==> config.mk <==
export PLATFORM = sky130hd
export DESIGN_NAME = mem_arbiter
export DESIGN_NICKNAME = d
export VERILOG_FILES = /design/src/rtl/mem_arbiter.sv
export SDC_FILE = /design/constraint.sdc
export NUM_CORES = 1
export LEC_CHECK = 0
export BUFFER_PORTS_ARGS = -buffer_cell sky130_fd_sc_hd__buf_2
export CAP_MARGIN = 40
export CORE_MARGIN = 2
export CORE_UTILIZATION = 48
export DETAILED_ROUTE_END_ITERATION = 16
export GPL_TIMING_DRIVEN = 1
export PLACE_DENSITY = 0.77
export SYNTH_ARGS = -nofsm -noshare
export SYNTH_HDL_FRONTEND = slang
export SYNTH_SLANG_ARGS = --single-unit
==> constraint.sdc <==
create_clock -name clk -period 3.9 [get_ports clk]
set_input_delay 0.78 -clock clk [delete_from_list [all_inputs] [get_ports clk]]
set_output_delay 0.78 -clock clk [all_outputs]
set_load 0.005 [all_outputs]
==> src/rtl/mem_arbiter.sv <==
// Two-port round-robin arbiter that turns 32-bit word requests into four
// little-endian byte beats on an 8-bit memory bus, each held BEAT_CYCLES clocks.
module mem_arbiter #(
  parameter int BEAT_CYCLES = 1
) (
  input  logic        clk,
  input  logic        rst_n,
  input  logic        r0_req,
  input  logic        r1_req,
  input  logic        r0_we,
  input  logic        r1_we,
  input  logic [31:0] r0_addr,
  input  logic [31:0] r1_addr,
  input  logic [31:0] r0_wdata,
  input  logic [31:0] r1_wdata,
  output logic        r0_ack,
  output logic        r1_ack,
  output logic [31:0] r0_rdata,
  output logic [31:0] r1_rdata,
  output logic        mem_cs,
  output logic        mem_oe,
  output logic        mem_we,
  output logic [31:0] mem_addr,
  output logic [7:0]  mem_wdata,
  output logic        mem_wdata_oe,
  input  logic [7:0]  mem_rdata
);

  typedef enum logic [1:0] {
    IDLE = 2'd0,
    BEAT = 2'd1,
    DONE = 2'd2
  } state_t;

  localparam logic [3:0] BEAT_LAST = 4'(BEAT_CYCLES - 1);

  function automatic logic [7:0] byte_sel(input logic [31:0] w, input logic [1:0] k);
    logic [7:0] b;
    case (k)
      2'd0:    b = w[7:0];
      2'd1:    b = w[15:8];
      2'd2:    b = w[23:16];
      default: b = w[31:24];
    endcase
    return b;
  endfunction

  function automatic logic [23:0] put_byte(input logic [23:0] a, input logic [1:0] k,
                                           input logic [7:0] b);
    logic [23:0] r;
    r = a;
    case (k)
      2'd0:    r[7:0]   = b;
      2'd1:    r[15:8]  = b;
      default: r[23:16] = b;
    endcase
    return r;
  endfunction

  state_t      state_q, state_d;
  logic [1:0]  k_q, k_d;
  logic [3:0]  cnt_q, cnt_d;
  logic        gnt_q, gnt_d;
  logic        last_q, last_d;
  logic        we_q, we_d;
  logic [31:0] addr_q, addr_d;
  logic [31:0] wdata_q, wdata_d;
  logic [23:0] asm_q, asm_d;
  logic [31:0] r0_rdata_q, r0_rdata_d;
  logic [31:0] r1_rdata_q, r1_rdata_d;
  logic        r0_ack_q, r0_ack_d;
  logic        r1_ack_q, r1_ack_d;
  logic        mem_cs_q, mem_cs_d;
  logic        mem_oe_q, mem_oe_d;
  logic        mem_we_q, mem_we_d;
  logic        mem_wdata_oe_q, mem_wdata_oe_d;
  logic [31:0] mem_addr_q, mem_addr_d;
  logic [7:0]  mem_wdata_q, mem_wdata_d;
  logic        beat_s;

  // Next-state, arbitration, byte assembly; bus outputs are decoded from the
  // next state so they register in the same cycle the FSM enters it.
  always_comb begin
    state_d    = state_q;
    k_d        = k_q;
    cnt_d      = cnt_q;
    gnt_d      = gnt_q;
    last_d     = last_q;
    we_d       = we_q;
    addr_d     = addr_q;
    wdata_d    = wdata_q;
    asm_d      = asm_q;
    r0_rdata_d = r0_rdata_q;
    r1_rdata_d = r1_rdata_q;
    case (state_q)
      IDLE: begin
        if (r0_req || r1_req) begin
          gnt_d   = (r0_req && r1_req) ? ~last_q : r1_req;
          last_d  = gnt_d;
          we_d    = gnt_d ? r1_we : r0_we;
          addr_d  = (gnt_d ? r1_addr : r0_addr) & 32'hFFFF_FFFC;
          wdata_d = gnt_d ? r1_wdata : r0_wdata;
          k_d     = 2'd0;
          cnt_d   = 4'd0;
          state_d = BEAT;
        end else begin
          state_d = IDLE;
        end
      end
      BEAT: begin
        if (cnt_q == BEAT_LAST) begin
          cnt_d = 4'd0;
          if (k_q == 2'd3) begin
            state_d = DONE;
            if (!we_q && gnt_q) begin
              r1_rdata_d = {mem_rdata, asm_q};
            end else if (!we_q) begin
              r0_rdata_d = {mem_rdata, asm_q};
            end else begin
              r0_rdata_d = r0_rdata_q;
            end
          end else begin
            k_d = k_q + 2'd1;
            if (!we_q) begin
              asm_d = put_byte(asm_q, k_q, mem_rdata);
            end else begin
              asm_d = asm_q;
            end
          end
        end else begin
          cnt_d = cnt_q + 4'd1;
        end
      end
      DONE:    state_d = IDLE;
      default: state_d = IDLE;
    endcase

    beat_s         = (state_d == BEAT);
    mem_cs_d       = beat_s;
    mem_we_d       = beat_s && we_d;
    mem_oe_d       = beat_s && !we_d;
    mem_wdata_oe_d = beat_s && we_d;
    mem_addr_d     = beat_s ? (addr_d + {30'd0, k_d}) : 32'h0;
    mem_wdata_d    = (beat_s && we_d) ? byte_sel(wdata_d, k_d) : 8'h00;
    r0_ack_d       = (state_d == DONE) && !gnt_d;
    r1_ack_d       = (state_d == DONE) && gnt_d;
  end

  // State and registered outputs; reset aborts any transfer immediately.
  always_ff @(posedge clk or negedge rst_n) begin
    if (!rst_n) begin
      state_q        <= IDLE;
      k_q            <= 2'd0;
      cnt_q          <= 4'd0;
      gnt_q          <= 1'b0;
      last_q         <= 1'b1;
      we_q           <= 1'b0;
      addr_q         <= 32'h0;
      wdata_q        <= 32'h0;
      asm_q          <= 24'h0;
      r0_rdata_q     <= 32'h0;
      r1_rdata_q     <= 32'h0;
      r0_ack_q       <= 1'b0;
      r1_ack_q       <= 1'b0;
      mem_cs_q       <= 1'b0;
      mem_oe_q       <= 1'b0;
      mem_we_q       <= 1'b0;
      mem_wdata_oe_q <= 1'b0;
      mem_addr_q     <= 32'h0;
      mem_wdata_q    <= 8'h00;
    end else begin
      state_q        <= state_d;
      k_q            <= k_d;
      cnt_q          <= cnt_d;
      gnt_q          <= gnt_d;
      last_q         <= last_d;
      we_q           <= we_d;
      addr_q         <= addr_d;
      wdata_q        <= wdata_d;
      asm_q          <= asm_d;
      r0_rdata_q     <= r0_rdata_d;
      r1_rdata_q     <= r1_rdata_d;
      r0_ack_q       <= r0_ack_d;
      r1_ack_q       <= r1_ack_d;
      mem_cs_q       <= mem_cs_d;
      mem_oe_q       <= mem_oe_d;
      mem_we_q       <= mem_we_d;
      mem_wdata_oe_q <= mem_wdata_oe_d;
      mem_addr_q     <= mem_addr_d;
      mem_wdata_q    <= mem_wdata_d;
    end
  end

  assign r0_ack       = r0_ack_q;
  assign r1_ack       = r1_ack_q;
  assign r0_rdata     = r0_rdata_q;
  assign r1_rdata     = r1_rdata_q;
  assign mem_cs       = mem_cs_q;
  assign mem_oe       = mem_oe_q;
  assign mem_we       = mem_we_q;
  assign mem_wdata_oe = mem_wdata_oe_q;
  assign mem_addr     = mem_addr_q;
  assign mem_wdata    = mem_wdata_q;

endmodule

# ---- Yosys cells after proc, flatten, opt, wreduce, memory -nomap -nowiden
# Cells that the tools add are included.
dict set report totals {
  ff_bits 208
  input_bits 142
  elab_cells 85
}
dict set report op_classes {
  add_sub_neg 3
  n_eq_ne 8
  muxes 26
  n_bitwise 5
  reduce_logical 23
}
# cell n
set op_table {}
lappend op_table {{32-bit 2-to-1 mux} 7}
lappend op_table {{32-bit by 2-bit adder with 32-bit output} 1}
lappend op_table {{8-bit case mux with 3 select lines} 1}
lappend op_table {{5-bit AND reduction} 4}
lappend op_table {{2-bit 2-to-1 mux} 5}
lappend op_table {{2-bit by 1-bit == test with 1-bit output (second input constant)} 4}
lappend op_table {{4-bit 2-to-1 mux} 2}
lappend op_table {{8-bit 2-to-1 mux} 1}
lappend op_table {{2-bit case mux with 2 select lines} 2}
lappend op_table {{4-bit case mux with 2 select lines} 1}
lappend op_table {{1-bit 2-to-1 mux} 7}
lappend op_table {{2-bit == test (second input constant)} 3}
lappend op_table {{1-bit logical AND} 6}
lappend op_table {{2-bit zero test} 3}
lappend op_table {{1-bit inverter} 5}
lappend op_table {{4-bit by 1-bit adder with 4-bit output (second input constant)} 1}
lappend op_table {{4-bit zero test} 1}
lappend op_table {{2-bit AND reduction} 2}
lappend op_table {{4-bit AND reduction} 1}
lappend op_table {{1-bit zero test} 3}
lappend op_table {{2-bit by 1-bit adder with 2-bit output (second input constant)} 1}
lappend op_table {{2-bit != test (second input constant)} 1}
lappend op_table {{2-bit nonzero test} 1}
lappend op_table {{2-bit OR reduction} 1}
lappend op_table {{1-bit logical OR} 1}

# ---- Longest topological paths before layout
# Gate-level depths: netlist (run 1).
dict set report depth {
  depth_word 7
  mapped_depth 17
}

# ---- Least setup slack after synthesis (run 1)
# OpenSTA, ideal clock, no wires.
dict set report synth_path {
  kind {in2reg}
  startpoint {input r0_req}
  endpoint {register mem_addr_q[27] (netlist: mem_addr[27])}
  setup_ns 0.078
  t_arrival_ns 4.360
  required_time_ns 3.822
  path_slack_ns -0.538
  cell_stages 16
  n_path_buf 5
  path_cell_list {buf_4 > or2_1 > clkbuf_1 > buf_2 > nand2_1 > a21oi_1 > clkbuf_1 > inv_1 > ha_1 > a21oi_1 > a211oi_2 > nand3_2 > or4_1 > buf_2 > or4_1 > a21oi_1}
}
# element line_no
set synth_rtl {}
lappend synth_rtl {{start, declared} 8} ;# input logic r0_req,
lappend synth_rtl {{1-bit logical OR} 97} ;# if (r0_req || r1_req) begin
lappend synth_rtl {{2-bit 2-to-1 mux} 97}
lappend synth_rtl {{2-bit case mux with 2 select lines} 95} ;# case (state_q)
lappend synth_rtl {{via k_d[1]} 61} ;# logic [1:0] k_q, k_d;
lappend synth_rtl {{32-bit by 2-bit adder with 32-bit output} 143} ;# mem_addr_d = beat_s ? (addr_d + {30'd0, k_d}) : 32'h0;
lappend synth_rtl {{32-bit 2-to-1 mux} 143}
lappend synth_rtl {{via mem_addr_d[27]} 77} ;# logic [31:0] mem_addr_q, mem_addr_d;
lappend synth_rtl {{end signal, assigned} 189} ;# mem_addr_q <= mem_addr_d;
lappend synth_rtl {{end, declared} 77}
# The timed path passes the listed nets, and every way through them passes these cells.
# A chain may end at the register's enable or synchronous reset.

# ---- Final worst setup path (run 1)
dict set report layout_path {
  startpoint {register cnt_q[0]}
  endpoint {register mem_addr_q[26] (netlist: mem_addr[26])}
}
dict set report layout_between {
  elab_chain_len 5
}
# element line_no
set layout_rtl {}
lappend layout_rtl {{start, declared} 62} ;# logic [3:0] cnt_q, cnt_d;
lappend layout_rtl {{start signal, assigned} 174} ;# cnt_q <= cnt_d;
lappend layout_rtl {{4-bit zero test} 111} ;# if (cnt_q == BEAT_LAST) begin
lappend layout_rtl {{2-bit 2-to-1 mux} 111}
lappend layout_rtl {{2-bit case mux with 2 select lines} 95}
lappend layout_rtl {{via k_d[0]} 61}
lappend layout_rtl {{32-bit by 2-bit adder with 32-bit output} 143}
lappend layout_rtl {{32-bit 2-to-1 mux} 143}
lappend layout_rtl {{via mem_addr_d[26]} 77}
# The timed path passes the listed nets, and every way through them passes these cells.

==> reports/results.ini, run 1 <==
[clocking]
clk_transition_reported_paths_ns = 0.06
cts_max_level = 1
cts_tree = built
clockBufferDepth = 3
cts.repair.resized = 0
cts_root_buffer = clkbuf_16
post_cts_buffers = 0
clk_latency_ns = 0.50
ctsHoldBuffers = 0
cts_inserted_buffers = 23
cts.sinks = 208

[global_routing]
antenna_found_initial = 0
grt_pass1_vias = 7139
grt_max_degree = 94
grt-ovfl-total = 0
track_usage_pct = 23.3
grt_pass1_wl_um = 37300

[synthesis]
synthArstFlopShare_pct = 100
syn_nets = 962
synth.avg_cell_area_sq_um = 11.3
yosysUniqueCellTypes = 68
synth_cells = 815
ys_seq_area_share_pct = 56.7
yosysWarnings = 0
synth_ff_type = dfrtp_1
synth_edf_count = 0
ys_ff_latch = 208
synth_area_sq_mm = 0.00919

[die]
dieArea_sq_mm = 0.0203
rows = 50
die_w_um = 142
initial_core_util_pct = 49.0
core_sq_mm = 0.0188
die_height_um = 142
io-pin-count = 252

[critical_path]
reg2reg_slack_ns = 0.25
max_stage_delay_ns = 0.62
critPathCaptureType = flop
rr_endpoint = mem_addr[26]
worstPathArrival_ns = 4.08
crit_fanout = 9
path_cells = inv_1 -> ha_1 -> nor3b_4 -> nand2_1 -> a21o_1 -> inv_2 -> ha_4 -> inv_2 -> fa_2 -> a211oi_4 -> nand3_2 -> or4_4 -> or4_1 -> a21oi_1
required_ns = 4.33
r2r_start = cnt_q[0]
reg2regPathDepth = 14
crit_family = simple AND/OR/NAND/NOR gates
crit_path_start_kind = flop
crit_slowest_cell = or4_4
path_class = reg2reg
path_buf_inv = 3
crit_path_frequent_cell = inv_2

[sta]
whs_ns = 0.349
setup_violations = 0
fin_crit_sh_pct = 93.6
relSlewSlack_pct = 48.0
finalClockSkew_ns = 0.0102
finalMaxSlewViolations = 0
finalHoldViolations = 0
tightest_slew_ns = 0.780
rsz0062_at_grt = no
fin_crit_ns = 3.65
max_freq_ghz = 0.274

[placed_design]
globalplace.congestion = 0.819
numPortBuffers = 247
dpl_cell_area_sq_mm = 0.0108
dp_hpwl_um = 16300

[pwr]
power_leakage_uw = 0.00547
ir_worst_vdd_mv = 0.542
pwr_density_cell_mw_per_mm2 = 865
p_clk_share_pct = 22.4
p_comb_share_pct = 41.1
switching_share_pct = 37.2
internal-power_uw = 6300
p_sw_uw = 3730
pwr-share-seq_pct = 36.5

[drt]
drt_pass1_iterations = 4
vias = 7318
antenna_left = 0
wl_per_cell_um = 18.0
viasPerCell = 5.55
drtIter0Drc = 366
drt-total-wl_um = 23700
drc = 0

[cells_and_area]
multiInputGateArea_sq_mm = 0.00374
regArea_sq_mm = 0.00521
nets = 1216
finalInstanceArea_sq_mm = 0.0116
synthToLayoutAreaGrowth_pct = 26.2
drive_gt1_share_pct = 41.6
fillers = 1508
diodes = 0

[outcome]
outcome = complete, no violations

[run]
max_cap_viol_count = 0

[min_path]
hp-class = in2async

worst max path at each step:
stage | from | endpoint | cells past startpoint
after detailed placement | r1_req | mem_addr[26] | 14
after CTS | cnt_q[0] | mem_addr[26] | 14
after global routing | cnt_q[0] | mem_addr[30] | 14
after global placement | r1_req | mem_addr[30] | 14
after floorplan | r0_req | mem_addr[24] | 17
final | cnt_q[0] | mem_addr[26] | 14
layout make-up:
class                           instances  area share (%)
Multi-Input combinational cell        538            32.2
Clock buffer                           28            5.21
Tap cell                              234            2.52
Sequential cell                       208            44.9
Timing Repair Buffer                  281            13.0
Inverter                               17           0.550
Clock inverter                         13            1.54
stage by stage:
stage,setup TNS [ns],util (%),setup WS (ns),std cells,total power (uW)
6_report,0,61.8,0.251,1319,10000
5_1_grt,0,61.8,0.0453,1319,10700
4_1_cts,0,61.7,0.0471,1319,10100
3_5_place_dp,0,57.6,0.00960,1278,7800
3_3_place_gp,0,57.6,0.0792,1278,7660
2_1_floorplan,-0.503,-,-0.115,815,6270
flip-flops by register name, summed over array words and instances (netlist names):
| register | flops |
|---|---|
| mem_wdata_oe | 1 |
| r0_ack | 1 |
| mem_cs | 1 |
| mem_oe | 1 |
| gnt_q | 1 |
| we_q | 1 |
| r0_rdata | 32 |
| r1_rdata | 32 |
| mem_wdata | 8 |
| cnt_q | 4 |
| last_q | 1 |
| k_q | 2 |
| mem_addr | 32 |
| asm_q | 24 |
| addr_q | 32 |
| r1_ack | 1 |
| state_q | 2 |
| wdata_q | 32 |
per-layer routing:
metal	wire length, um	GRT usage (%)	vias to the layer above	part of all wire, %
met5	0	0	-	0
met4	420	6.04	0	1.8
met3	1390	3.73	35	5.9
met2	11500	38.7	256	48
met1	10500	32.0	3599	44
li1	-	-	3428	-
worst register-to-register path, delay by kind of cell, from the launching register on:
kind	cells	cell delay (ns)
AOI/OAI and AO/OA	3	0.63
adders and majority gates	3	0.65
DFF	1	0.43
and+or+nand+nor	5	1.67
buffers and inverters	3	0.20
power by group through the flow:
stage               Sequential (uW)  Combinational [uW]  Clock (uW)
floorplan                      3600                2660           0
global placement               3640                4020           0
detailed placement             3680                4110           0
CTS                            3660                4140        2280
global route                   3770                4560        2380
finish                         3660                4120        2240
synth_stat cells, drive strengths merged, types with 2 or more instances:
master / number / area (sq um)
and4: 3 / 26.3
nand2b: 5 / 31.3
xor2: 4 / 35.0
ha: 4 / 50.1
nand4: 9 / 75.1
nor3b: 2 / 15.0
o221a: 10 / 121
and2: 6 / 37.5
a32oi: 8 / 70.1
o311ai: 8 / 70.1
o22ai: 4 / 25.0
nor3: 6 / 30.0
xnor2: 7 / 61.3
dfrtp: 207 / 5180
a21oi: 39 / 195
nand3: 14 / 80.1
inv: 17 / 63.8
nor2: 62 / 254
clkbuf: 29 / 113
o21ai: 25 / 125
nor2b: 2 / 12.5
or2: 2 / 12.5
a31o: 5 / 43.8
nor4: 5 / 52.6
o21a: 3 / 22.5
or3: 15 / 93.8
nand4b: 2 / 17.5
a31oi: 44 / 297
or4: 10 / 78.8
o32ai: 3 / 26.3
a2bb2oi: 3 / 26.3
and3: 6 / 37.5
buf: 23 / 140
o31ai: 5 / 37.5
mux2i: 3 / 30.0
mux2: 89 / 1000
a211oi: 2 / 25.0
nand2: 112 / 423
cells by family (layout without fill, tap and decap cells):
kind of cell,count (synthesis),after routing,synth area share (%)
buf+inv,69,339,3.44
compound gates,167,167,12.7
mux,92,92,11.2
xor+xnor,11,11,1.05
fa+ha+maj,5,5,0.762
flops,208,208,56.7
simple gates,263,263,14.1
layout by cell type, fill, tap and decap left out, types with 5 or more instances in the layout:
master and n:
nand4_1 6, o31ai_1 5, a32oi_1 8, clkinv_2 5, or4_1 9, nand3_1 11
inv_1 15, buf_2 246, nor2_1 59, nand2b_1 5, clkbuf_16 23, a21oi_1 38
mux2_2 89, o221a_2 9, nor3_1 5, nand2_1 109, a31oi_1 42, dfrtp_1 207
buf_4 33, and3_1 6, xnor2_1 7, or3_1 15, o311ai_0 8, o21ai_0 24
Note: power is estimated with default switching activity, not from simulation.
==> run 2, diff against run 1 <==
RECOVER_POWER = 100   (was not set)
==> reports/results.ini, run 2 (synthesized netlist as in run 1, its figures left out) <==
[outcome]
outcome = complete, but fails checks
violations = capacitance limit, slew limit

[drt]
drt_pass1_iterations = 6
wl_per_cell_um = 18.0
drt-total-wl_um = 23800
viasPerCell = 5.55
vias = 7317
drtIter0Drc = 353
drc = 0
antenna_left = 0

[placed_design]
dpl_cell_area_sq_mm = 0.0108
numPortBuffers = 247
globalplace.congestion = 0.819
place_inst = 1278
dp_hpwl_um = 16300

[global_routing]
grt_pass1_wl_um = 37300
track_usage_pct = 23.3
grt_max_degree = 94
antenna_found_initial = 0
grt-ovfl-total = 0
grt_pass1_vias = 7139

[cells_and_area]
fillers = 1559
diodes = 0
fin_util_pct = 60.6
regArea_sq_mm = 0.00521
final_cells = 1319
layout_common_cells = 207 x dfrtp_1, 185 x buf_2, 109 x nand2_1, 88 x mux2_2, 80 x clkbuf_1
drive_gt1_share_pct = 32.6
finalInstanceArea_sq_mm = 0.0114
multiInputGateArea_sq_mm = 0.00367
synthToLayoutAreaGrowth_pct = 23.8
final_common_cell = dfrtp_1
nets = 1216

[critical_path]
reg2reg_slack_ns = 0.25
critPathCaptureType = flop
reg2regPathDepth = 14
worstPathArrival_ns = 4.08
required_ns = 4.33
r2r_start = cnt_q[0]
max_stage_delay_ns = 0.68
crit_fanout = 13
crit_path_start_kind = primary input
crit_slowest_cell = or4_1
rr_endpoint = mem_addr[26]
path_class = in2reg
path_cells = buf_2 -> or2_0 -> clkbuf_1 -> a21oi_1 -> a31oi_1 -> nand3_2 -> or4_1 -> or4_1 -> a21oi_1

[sta]
tightest_slew_ns = 2.40
finalClockSkew_ns = 0.0112
relSlewSlack_pct = -59.9
fin_crit_ns = 3.65
whs_ns = 0.502
fin_crit_sh_pct = 93.6
finalMaxSlewViolations = 93
setup_violations = 0
finalHoldViolations = 0
rsz0062_at_grt = no
max_freq_ghz = 0.274

[pwr]
ir_worst_vdd_mv = 0.527
p_total_uw = 9850
power_leakage_uw = 0.00517
pwr_density_cell_mw_per_mm2 = 866

[clocking]
cts_max_level = 1
clockBufferDepth = 3
cts.sinks = 208
cts_root_buffer = clkbuf_16
clk_transition_reported_paths_ns = 0.06
clk_latency_ns = 0.51
cts_inserted_buffers = 23
post_cts_buffers = 0
cts_tree = built

[min_path]
min_from = r1_rdata[29]
min_to = r1_rdata[29]
worstHoldPathCells = 1
hp-class = reg2reg

[die]
initial_core_util_pct = 49.0
dieArea_sq_mm = 0.0203
core_sq_mm = 0.0188
rows = 50
die_w_um = 142
io-pin-count = 252
die_height_um = 142

[run]
max_cap_viol_count = 1

## run 2: how the worst max path moves through the flow
stage,depth (start not counted),startpoint,to
floorplan,17,r0_req,mem_addr[24]
global placement,14,r1_req,mem_addr[30]
detailed placement,14,r1_req,mem_addr[26]
CTS,14,cnt_q[0],mem_addr[26]
global route,14,cnt_q[0],mem_addr[30]
finish,9,r1_req,mem_addr[25]
## run 2: final cells by class
cell class / count / area share [%]
sequential: 208 / 45.8
multi-input combinational: 538 / 32.3
timing repair buffer: 281 / 11.9
clock buffer: 28 / 5.31
tap: 234 / 2.57
clock inverter: 13 / 1.57
inverter: 17 / 0.561
## run 2: through the flow
| stage | TNS [ns] | setup slack, ns |
|---|---|---|
| floorplan | -0.503 | -0.115 |
| global placement | 0 | 0.0792 |
| detailed placement | 0 | 0.00960 |
| CTS | 0 | 0.0471 |
| global route | 0 | 0.0267 |
| finish | 0 | 0.248 |
## run 2: power by group
group | total (uW) | internal, uW | switching, uW
logic | 3940 | 1590 | 2350
registers | 3660 | 3180 | 483
clock network | 2240 | 1370 | 871
## run 2: repair_timing
item                                    in CTS  in global routing
endpoints found under the setup margin       0                  9
gates resized for setup                      0                  2
hold buffers                                 0                  0
## run 2: worst max-delay path, delay by kind of cell
family | cells | cell delay (ns)
AND/OR/NAND/NOR | 4 | 1.73
AO/OA/AOI/OAI | 3 | 0.85
buffers and inverters | 2 | 0.72
## run 2: metal layers
layer  track usage (%)  share of wire (%)
met3              3.73                6.8
met1              32.0                 44
met5                 0                  0
met2              38.7                 48
met4              6.04                1.7
==> run 3, diff against run 2 <==
CORE_MARGIN = 1.5   (was 2)
==> reports/results.ini, run 3 (synthesized netlist as in run 1, its figures left out) <==
[drt]
antenna_left = 0
route.layer.met1.wl_um = 10200
wl_per_cell_um = 17.5
met3_length_um = 1240
dr_wl_met2_um = 11000
drtIter0Drc = 409
viasPerCell = 5.52
vias = 7265
drc = 0
drt_pass1_iterations = 5
drt-total-wl_um = 23000
highest_layer = met4

[sta]
rsz0062_at_grt = no
final.setup.worst_slack_ns = 0.230
tightest_slew_ns = 3.04
relSlewSlack_pct = -103
fin_crit_sh_pct = 94.1
finalHoldViolations = 0
setup_tns_ns = 0
setup_violations = 0
whs_ns = 0.502
fin_crit_ns = 3.67
max_freq_ghz = 0.272
finalMaxSlewViolations = 59
finalClockSkew_ns = 0.00900

[clocking]
cts_inserted_buffers = 23
cts.sinks = 208
cts_max_level = 1
clk_transition_reported_paths_ns = 0.06
clk_latency_ns = 0.50
cts_root_buffer = clkbuf_16
cts_tree = built
clockBufferDepth = 3

[critical_path]
worstPathArrival_ns = 4.09
critPathCaptureType = flop
path_class = in2reg
required_ns = 4.32
crit_fanout = 13
crit_path_start_kind = primary input

[placed_design]
dp_hpwl_um = 15800
dp_slack_ns = 0.0130
numPortBuffers = 247
globalplace.congestion = 0.829
dpl_cell_area_sq_mm = 0.0108
place_inst = 1274

[run]
max_cap_viol_count = 1

[global_routing]
grt_max_degree = 100
grt_pass1_vias = 7257
grt_pass1_wl_um = 37600
grt-ovfl-total = 0
antenna_found_initial = 0
track_usage_pct = 23.4

[cells_and_area]
multiInputGateArea_sq_mm = 0.00369
final_cells = 1315
regArea_sq_mm = 0.00521
diodes = 0
drive_gt1_share_pct = 32.8
finalInstanceArea_sq_mm = 0.0114
fillers = 1576
layout_common_cells = 207 x dfrtp_1, 188 x buf_2, 109 x nand2_1, 89 x mux2_2, 76 x clkbuf_1
final_common_cell = dfrtp_1
nets = 1212
synthToLayoutAreaGrowth_pct = 23.8

[pwr]
power_leakage_uw = 0.00518
pwr_density_cell_mw_per_mm2 = 859
ir_worst_vdd_mv = 0.464

[die]
io-pin-count = 252
die_w_um = 141
core_sq_mm = 0.0188
rows = 50
dieArea_sq_mm = 0.0200
initial_core_util_pct = 49.0
die_height_um = 141

[outcome]
violations = capacitance limit, slew limit
outcome = complete, but fails checks

[min_path]
hp-class = reg2reg

-- run 3: changes by cell type in the layout (fill, tap and decap cells not counted), sizes merged --
| cell | before | now |
|---|---|---|
| clkinv | 7 | 2 |
| clkinvlp | 1 | 0 |
| bufinv | 4 | 1 |
| buf | 199 | 203 |
| clkbuf | 110 | 111 |
-- run 3: cell type report --
| cell class | instances | area share, % |
|---|---|---|
| clock buffers | 37 | 6.40 |
| clock inverters | 4 | 0.429 |
| well taps | 234 | 2.57 |
| repair buffers | 277 | 11.8 |
| inverters | 17 | 0.561 |
| multi-input cells | 538 | 32.4 |
| flip-flops and latches | 208 | 45.8 |
-- run 3: metrics by stage --
| step | util (%) | power (uW) |
|---|---|---|
| floorplan | - | 6270 |
| global placement | 57.4 | 7620 |
| detailed placement | 57.4 | 7760 |
| CTS | 61.5 | 9990 |
| global route | 60.6 | 10500 |
| finish | 60.6 | 9770 |
-- run 3: where the power goes --
group,total [uW],internal [uW],switching (uW)
Clock,2170,1340,838
Sequential,3650,3180,471
Combinational,3950,1600,2340
-- run 3: final timing paths --
| check | slack, ns | endpoint | startpoint | cells past startpoint |
|---|---|---|---|---|
| worst max-delay path | 0.23 | mem_addr[25] | r0_req | 9 |
| worst min-delay path | 0.50 | r0_rdata[26] | r0_rdata[26] | 1 |
| worst max register to register | 0.26 | mem_addr[26] | cnt_q[0] | 14 |
| worst min register to register | 0.50 | r0_rdata[26] | r0_rdata[26] | 1 |
| max in group asynchronous | 0.70 | mem_wdata[0] | rst_n | 2 |
| min in group asynchronous | 1.28 | mem_addr[5] | rst_n | 1 |
-- run 3: layer usage --
metal / global-route usage, % / vias up
met4: 6.67 / 0
met1: 32.7 / 3564
li1: - / 3428
met3: 3.51 / 37
met5: 0 / -
met2: 38.4 / 236
-- run 3: critical path, cell delays in order --
cell	delay, ns
buf_2	0.09
or2_0	0.37
clkbuf_1	0.60
a21oi_1	0.31
a211oi_2	0.33
nand3_1	0.23
or4_1	0.68
or4_1	0.54
a21oi_1	0.16
-- run 3: repair_timing --
action	4_1_cts	5_1_grt
buffers inserted	0	0
hold buffers	0	0
gates resized for setup	0	2
endpoints found under the setup margin	0	9
